--- config.mk ---
export PLATFORM = sky130hd
export DESIGN_NAME = game_status_ctrl
export DESIGN_NICKNAME = d
export VERILOG_FILES = /design/src/rtl/game_status_ctrl.sv
export SDC_FILE = /design/constraint.sdc
export NUM_CORES = 1
export LEC_CHECK = 0
export CORE_MARGIN = 8
export CORE_UTILIZATION = 50
export CTS_CLUSTER_DIAMETER = 50
export DETAILED_ROUTE_END_ITERATION = 10
export PLACE_DENSITY = 0.74
export REMOVE_ABC_BUFFERS = 1
export SYNTH_ARGS = -nofsm -noshare
export SYNTH_HDL_FRONTEND = slang
export SYNTH_SLANG_ARGS = --single-unit
--- constraint.sdc ---
create_clock -name clk -period 5.1 [get_ports clk]
set_input_delay 0.765 -clock clk [delete_from_list [all_inputs] [get_ports clk]]
set_output_delay 0.765 -clock clk [all_outputs]
set_load 0.01 [all_outputs]
--- src/rtl/game_status_ctrl.sv ---
// Game progress controller: stage, lives and status flags for the UI overlay.
// Optional GAME_STATUS_EXTRA_LIFE_EN grants one life (capped) per stage cleared.
module game_status_ctrl #(
   parameter int MAX_LIFE      = 5,
   parameter int NUM_STAGES    = 10,
   parameter int INVULN_FRAMES = 60,
   parameter int PAUSE_FRAMES  = 120
) (
   input  logic       clk,
   input  logic       reset_n,
   input  logic       frame_tick,
   input  logic       start,
   input  logic       hit,
   input  logic       stage_clear,
   output logic [3:0] stage,
   output logic [2:0] life,
   output logic       playing,
   output logic       invuln,
   output logic       game_over,
   output logic       win
);

   typedef enum logic [2:0] {
      IDLE, PLAY, HIT, CLEAR, OVER, WIN
   } state_t;

   state_t     state, state_nx;
   logic [3:0] stage_nx;
   logic [2:0] life_nx;
   logic [7:0] cnt, cnt_nx;

   always_ff @(posedge clk) begin
      if (!reset_n) begin
         state <= IDLE;
         stage <= 4'd0;
         life  <= 3'(MAX_LIFE);
         cnt   <= 8'd0;
      end else begin
         state <= state_nx;
         stage <= stage_nx;
         life  <= life_nx;
         cnt   <= cnt_nx;
      end
   end

   always_comb begin
      state_nx = state;
      stage_nx = stage;
      life_nx  = life;
      cnt_nx   = cnt;
      unique case (state)
         IDLE: begin
            stage_nx = 4'd0;
            life_nx  = 3'(MAX_LIFE);
            if (start) begin
               state_nx = PLAY;
               stage_nx = 4'd1;
            end
         end
         PLAY: begin
            // A simultaneous hit is dropped in favour of the clear
            if (stage_clear) begin
               state_nx = CLEAR;
               cnt_nx   = 8'(PAUSE_FRAMES);
            end else if (hit && life == 3'd1) begin
               state_nx = OVER;
               life_nx  = 3'd0;
            end else if (hit) begin
               state_nx = HIT;
               life_nx  = life - 3'd1;
               cnt_nx   = 8'(INVULN_FRAMES);
            end
         end
         HIT: begin
            if (stage_clear) begin
               state_nx = CLEAR;
               cnt_nx   = 8'(PAUSE_FRAMES);
            end else if (frame_tick) begin
               cnt_nx = cnt - 8'd1;
               if (cnt == 8'd1)
                  state_nx = PLAY;
            end
         end
         CLEAR: begin
            if (frame_tick) begin
               cnt_nx = cnt - 8'd1;
               if (cnt == 8'd1) begin
                  if (stage == 4'(NUM_STAGES)) begin
                     state_nx = WIN;
                  end else begin
                     state_nx = PLAY;
                     stage_nx = stage + 4'd1;
`ifdef GAME_STATUS_EXTRA_LIFE_EN
                     if (life < 3'(MAX_LIFE))
                        life_nx = life + 3'd1;
`endif
                  end
               end
            end
         end
         OVER, WIN: begin
            if (start) begin
               state_nx = IDLE;
               stage_nx = 4'd0;
               life_nx  = 3'(MAX_LIFE);
            end
         end
         default: state_nx = IDLE;
      endcase
   end

   always_comb begin
      playing   = 1'b0;
      invuln    = 1'b0;
      game_over = 1'b0;
      win       = 1'b0;
      unique case (state)
         PLAY:    playing = 1'b1;
         HIT: begin
            playing = 1'b1;
            invuln  = 1'b1;
         end
         OVER:    game_over = 1'b1;
         WIN:     win = 1'b1;
         default: ;
      endcase
   end

endmodule

After elaboration in Yosys (flattened, before gate mapping). Cells that the tools add are included.

Add/sub/neg operators: 3. Eq/ne operators: 20. Mux-type cells: 33. Reduce and logical (&&, ||, !) cells: 11.

Operators with widths (number): $mux W3 (15); $mux W8 (5); $pmux W8 S3 (1); $mux W4 (4); $ne A3 B3 Y1 const B (5); $pmux W3 S5 (1); $ne A2 B2 Y1 const B (6); $pmux W4 S3 (1); $pmux W3 S3 (1); $reduce_bool A3 Y1 (3); $eq A8 B1 Y1 const B (1); $sub A8 B1 Y8 const B (1); $reduce_and A7 Y1 (1); $eq A3 B1 Y1 const B (2); $eq A3 B2 Y1 const B (2); $eq A3 B3 Y1 const B (2); $mux W1 (5); $reduce_and A5 Y1 (1); $add A4 B1 Y4 const B (1); $eq A4 B4 Y1 const B (1); $ne A4 B4 Y1 const B (1); $reduce_and A4 Y1 (1); $reduce_or A2 Y1 (2); $logic_not A3 Y1 (1); other kinds (3) (3).

Bits in registers: 18. Output and inout bits: 11.

Depth between registers and ports, before layout.
Depth in word-level cells: 5. Depth in mapped cells: 7.

Least setup slack after synthesis. Ideal clock, no wire load.

Path type: input to register. Start point: input port frame_tick. End point: register cnt[7]. Setup time: 0.129 ns. Data arrival time: 1.869 ns. Required time: 4.971 ns. Slack: 3.102 ns. Cell stages on the path: 5. Cells stage by stage: or4b_1 or3_1 nor3_1 xnor2_1 nor2_1.

Cells in the longest elaborated chain, start to end: 3.

Ends and longest elaborated chain: start: declaration (line 11) `input logic frame_tick,`; $mux W8 (*); $mux W8; $pmux W8 S3 (*); end signal: assignment (line 42) `cnt <= cnt_nx;`; end: declaration (line 30) `logic [7:0] cnt, cnt_nx;`.

Every way passes the cells marked *; elsewhere a longest branch is shown, timed or not. A chain may end at the register's enable or synchronous reset.

Worst setup path in the final report.
Start point: register state[0]. End point: output port playing.

Cells in the longest elaborated chain, start to end: 3. Elaborated cells between the ends (all ways): 4. Classes of those cells: eq/ne (2); mux (1); reduce/logical (1).

Ends and longest elaborated chain: start: declaration (line 27) `state_t state, state_nx;`; start signal: assignment (line 39) `state <= state_nx;`; $eq A3 B2 Y1 / $eq A3 B1 Y1 (equally long branches) (line 117) `unique case (state)`; $reduce_or A2 Y1 (no line) (*); $mux W1 (*) (line 117); end: declaration (line 17) `output logic playing,`.

Marks and branches as above.

==> impl_metrics.toml <==
[floorplan]
die-area_um2 = 4140
die_w_um = 64.35
core_um2 = 2212
die_h_um = 64.35
fp-row-count = 17
io-pin-count = 17
start_util_pct = 52.83

[finish]
drive_gt1_share_pct = 9.317
diodes = 0
area_growth_pct = 17.45
design_area_um2 = 1373
fin_nets = 174

[routing]
drc = 0
drt-pass1-iter-count = 4
met1Wirelength_mm = 1.241
drt_iter0_markers = 58
highest_layer = "met4"
wl_per_cell_um = 13.82
vias_per_cell = 5.878
vias = 1111
drtAntennaViolNets = 0
dr_wl_met3_um = 135
drt_wl_total_mm = 2.612
wl_met2_mm = 1.196

[synth]
synth_seq_area_share_pct = 30.84
syn_area_um2 = 1169
syn_avg_cell_area_um2 = 7.896
yosys_warnings = 0
synth-edff-count = 0
synth_top_area_share_pct = 30.84
ys_top_cells_by_count = "18 x dfxtp_1, 16 x nand2_1, 15 x nor2_1"
ys_async_sr_fraction_pct = 0
ys_top_cells_by_area = "dfxtp_1 31%, ha_1 6.4%, nand2_1 5.1%"
netlist_instances = 148
synth_largest_area_cell = "dfxtp_1"
synth-seq-cells = 18
ys_types = 42
yosysMostFrequentCell = "dfxtp_1"
ys.flop_type = "dfxtp_1"

[setup_path]
critPathRequiredTime_ns = 4.34
critPathMaxFanout = 11
cp-end-kind = "primary output"
critPathBufInv = 1
startpoint_type = "flop"
path_cells = "nor2b_1, nand2b_1, o21ai_0, clkdlybuf4s50_1"
cp_data_arrival_time_ns = 2.20
worst-setup-path-type = "reg2out"
slowest_stage = "clkdlybuf4s50_1"
critPathTopFamily = "simple AND/OR/NAND/NOR gates"
critical-path-max-stage-delay_ns = 0.56

[grt]
grt_max_degree = 18
antenna_found_initial = 0
grt_pass1_wl_mm = 4.643
track_usage_pct = 13.32
grt_pass1_vias = 1043
overflow = 0

[job]
cap_viol_max_count = 0

[power]
power.density_nw_per_um2 = 339.5
power_mw = 0.4659
power.leakage_nw = 0.5187
peakVddDrop_mv = 0.1947

[placement]
dpl-instance-area_um2 = 1336
globalplace.congestion = 0.8582
numPortBuffers = 16
dp_hpwl_mm = 1.913

[clock_tree]
cts.sinks = 18
numCtsBuffers = 3
hold_buffers = 0
clk_latency_ns = 0.29
clock_path_buffers = 2
cts_resized = 0
root_buffer = "clkbuf_4"
clk_pin_slew_ns = 0.11
htreeDepth = 1
cts_tree = "yes"
postCtsSetupRepairBufs = 0

[min_path]
hold_path.class = "reg2reg"

[timing]
skew_ns = 0.0007417
layout_min_cycle_time_ns = 2.965
slew_viol_final = 0
fin_crit_sh_pct = 58.14
slew_headroom_pct = 53.32
whs_ns = 0.4835
fmaxAchievable_mhz = 337.2
worstMarginPinSlew_ns = 0.7002
hold_viol = 0
setup-tns-final_ns = 0
rsz0062_at_grt = "false"
setup_viol = 0

[outcome]
status = "finished clean"
[placed cells by master, fill, tap and decap left out, types with 2 or more instances in the layout]
cell type        count
dfxtp_1             18
nand2_1             16
clkdlybuf4s50_1     16
nor2_1              15
inv_1               10
a21oi_1              9
nand2b_1             6
ha_1                 6
nor3_1               5
mux2i_1              4
nand3_1              4
a211oi_1             4
o21ai_0              3
or3_1                3
o31ai_1              3
xnor2_1              3
clkbuf_4             3
or3_4                2
a21oi_2              2
o21bai_1             2
a311oi_1             2
or2_2                2
o211ai_1             2
a31oi_1              2
[per-layer routing]
layer	GRT usage (%)	up-vias
met5	0	-
met4	6.267	0
met3	4.007	6
met2	19.50	30
met1	17.33	521
li1	-	554
[cell families (layout without fill, tap and decap cells)]
group / Yosys count / after routing / synth area share [%]
AND/OR/NAND/NOR: 61 / 61 / 27.09
AO/OA/AOI/OAI: 39 / 39 / 24.41
flip-flops: 18 / 18 / 30.84
buffers and inverters: 17 / 30 / 5.567
adder cells (fa/ha/maj): 6 / 6 / 6.424
multiplexers: 4 / 4 / 3.426
XOR/XNOR: 3 / 3 / 2.249
[stage by stage]
| step | setup slack [ns] | instances | utilization [%] |
|---|---|---|---|
| global placement | 2.501 | 185 | 60.41 |
| CTS | 2.137 | 189 | 62.05 |
| global route | 1.987 | 189 | 62.05 |
| detailed placement | 2.440 | 185 | 60.41 |
| floorplan | 3.102 | 141 | - |
| finish | 2.135 | 189 | 62.05 |
[layout make-up]
| class | count | area (um2) |
|---|---|---|
| multi-input cells | 113 | 743.2 |
| flip-flops and latches | 18 | 360.3 |
| well taps | 28 | 35.03 |
| inverters | 10 | 37.54 |
| fillers | 207 | 839.6 |
| clock buffers | 4 | 36.28 |
| repair buffers | 16 | 160.2 |
[report_power, final]
group	total [mW]	switching [mW]	internal [mW]
clock	0.0905	0.0470	0.0435
combinational	0.182	0.0959	0.0857
sequential	0.194	0.0319	0.162
total	0.466	0.175	0.291
[worst reg2reg max path: cells and delay by family (launching register included)]
| family | cells | cell delay [ns] |
|---|---|---|
| AOI/OAI and AO/OA | 4 | 1.17 |
| DFF | 1 | 0.67 |
| and+or+nand+nor | 1 | 0.18 |
[sequential cells by signal, indices dropped and copies added (netlist names)]
name and cells:
cnt 8, life 3, stage 4, state 3
[path summary, 6_finish.rpt]
path | startpoint | end | slack [ns] | cells past startpoint
max | state[0] | playing | 2.13 | 4
min | life[1] | life[1] | 0.48 | 2
max reg2reg | state[1] | cnt[1] | 3.00 | 5
min reg2reg | life[1] | life[1] | 0.48 | 2
No activity file was read; power rests on OpenSTA's default activity.
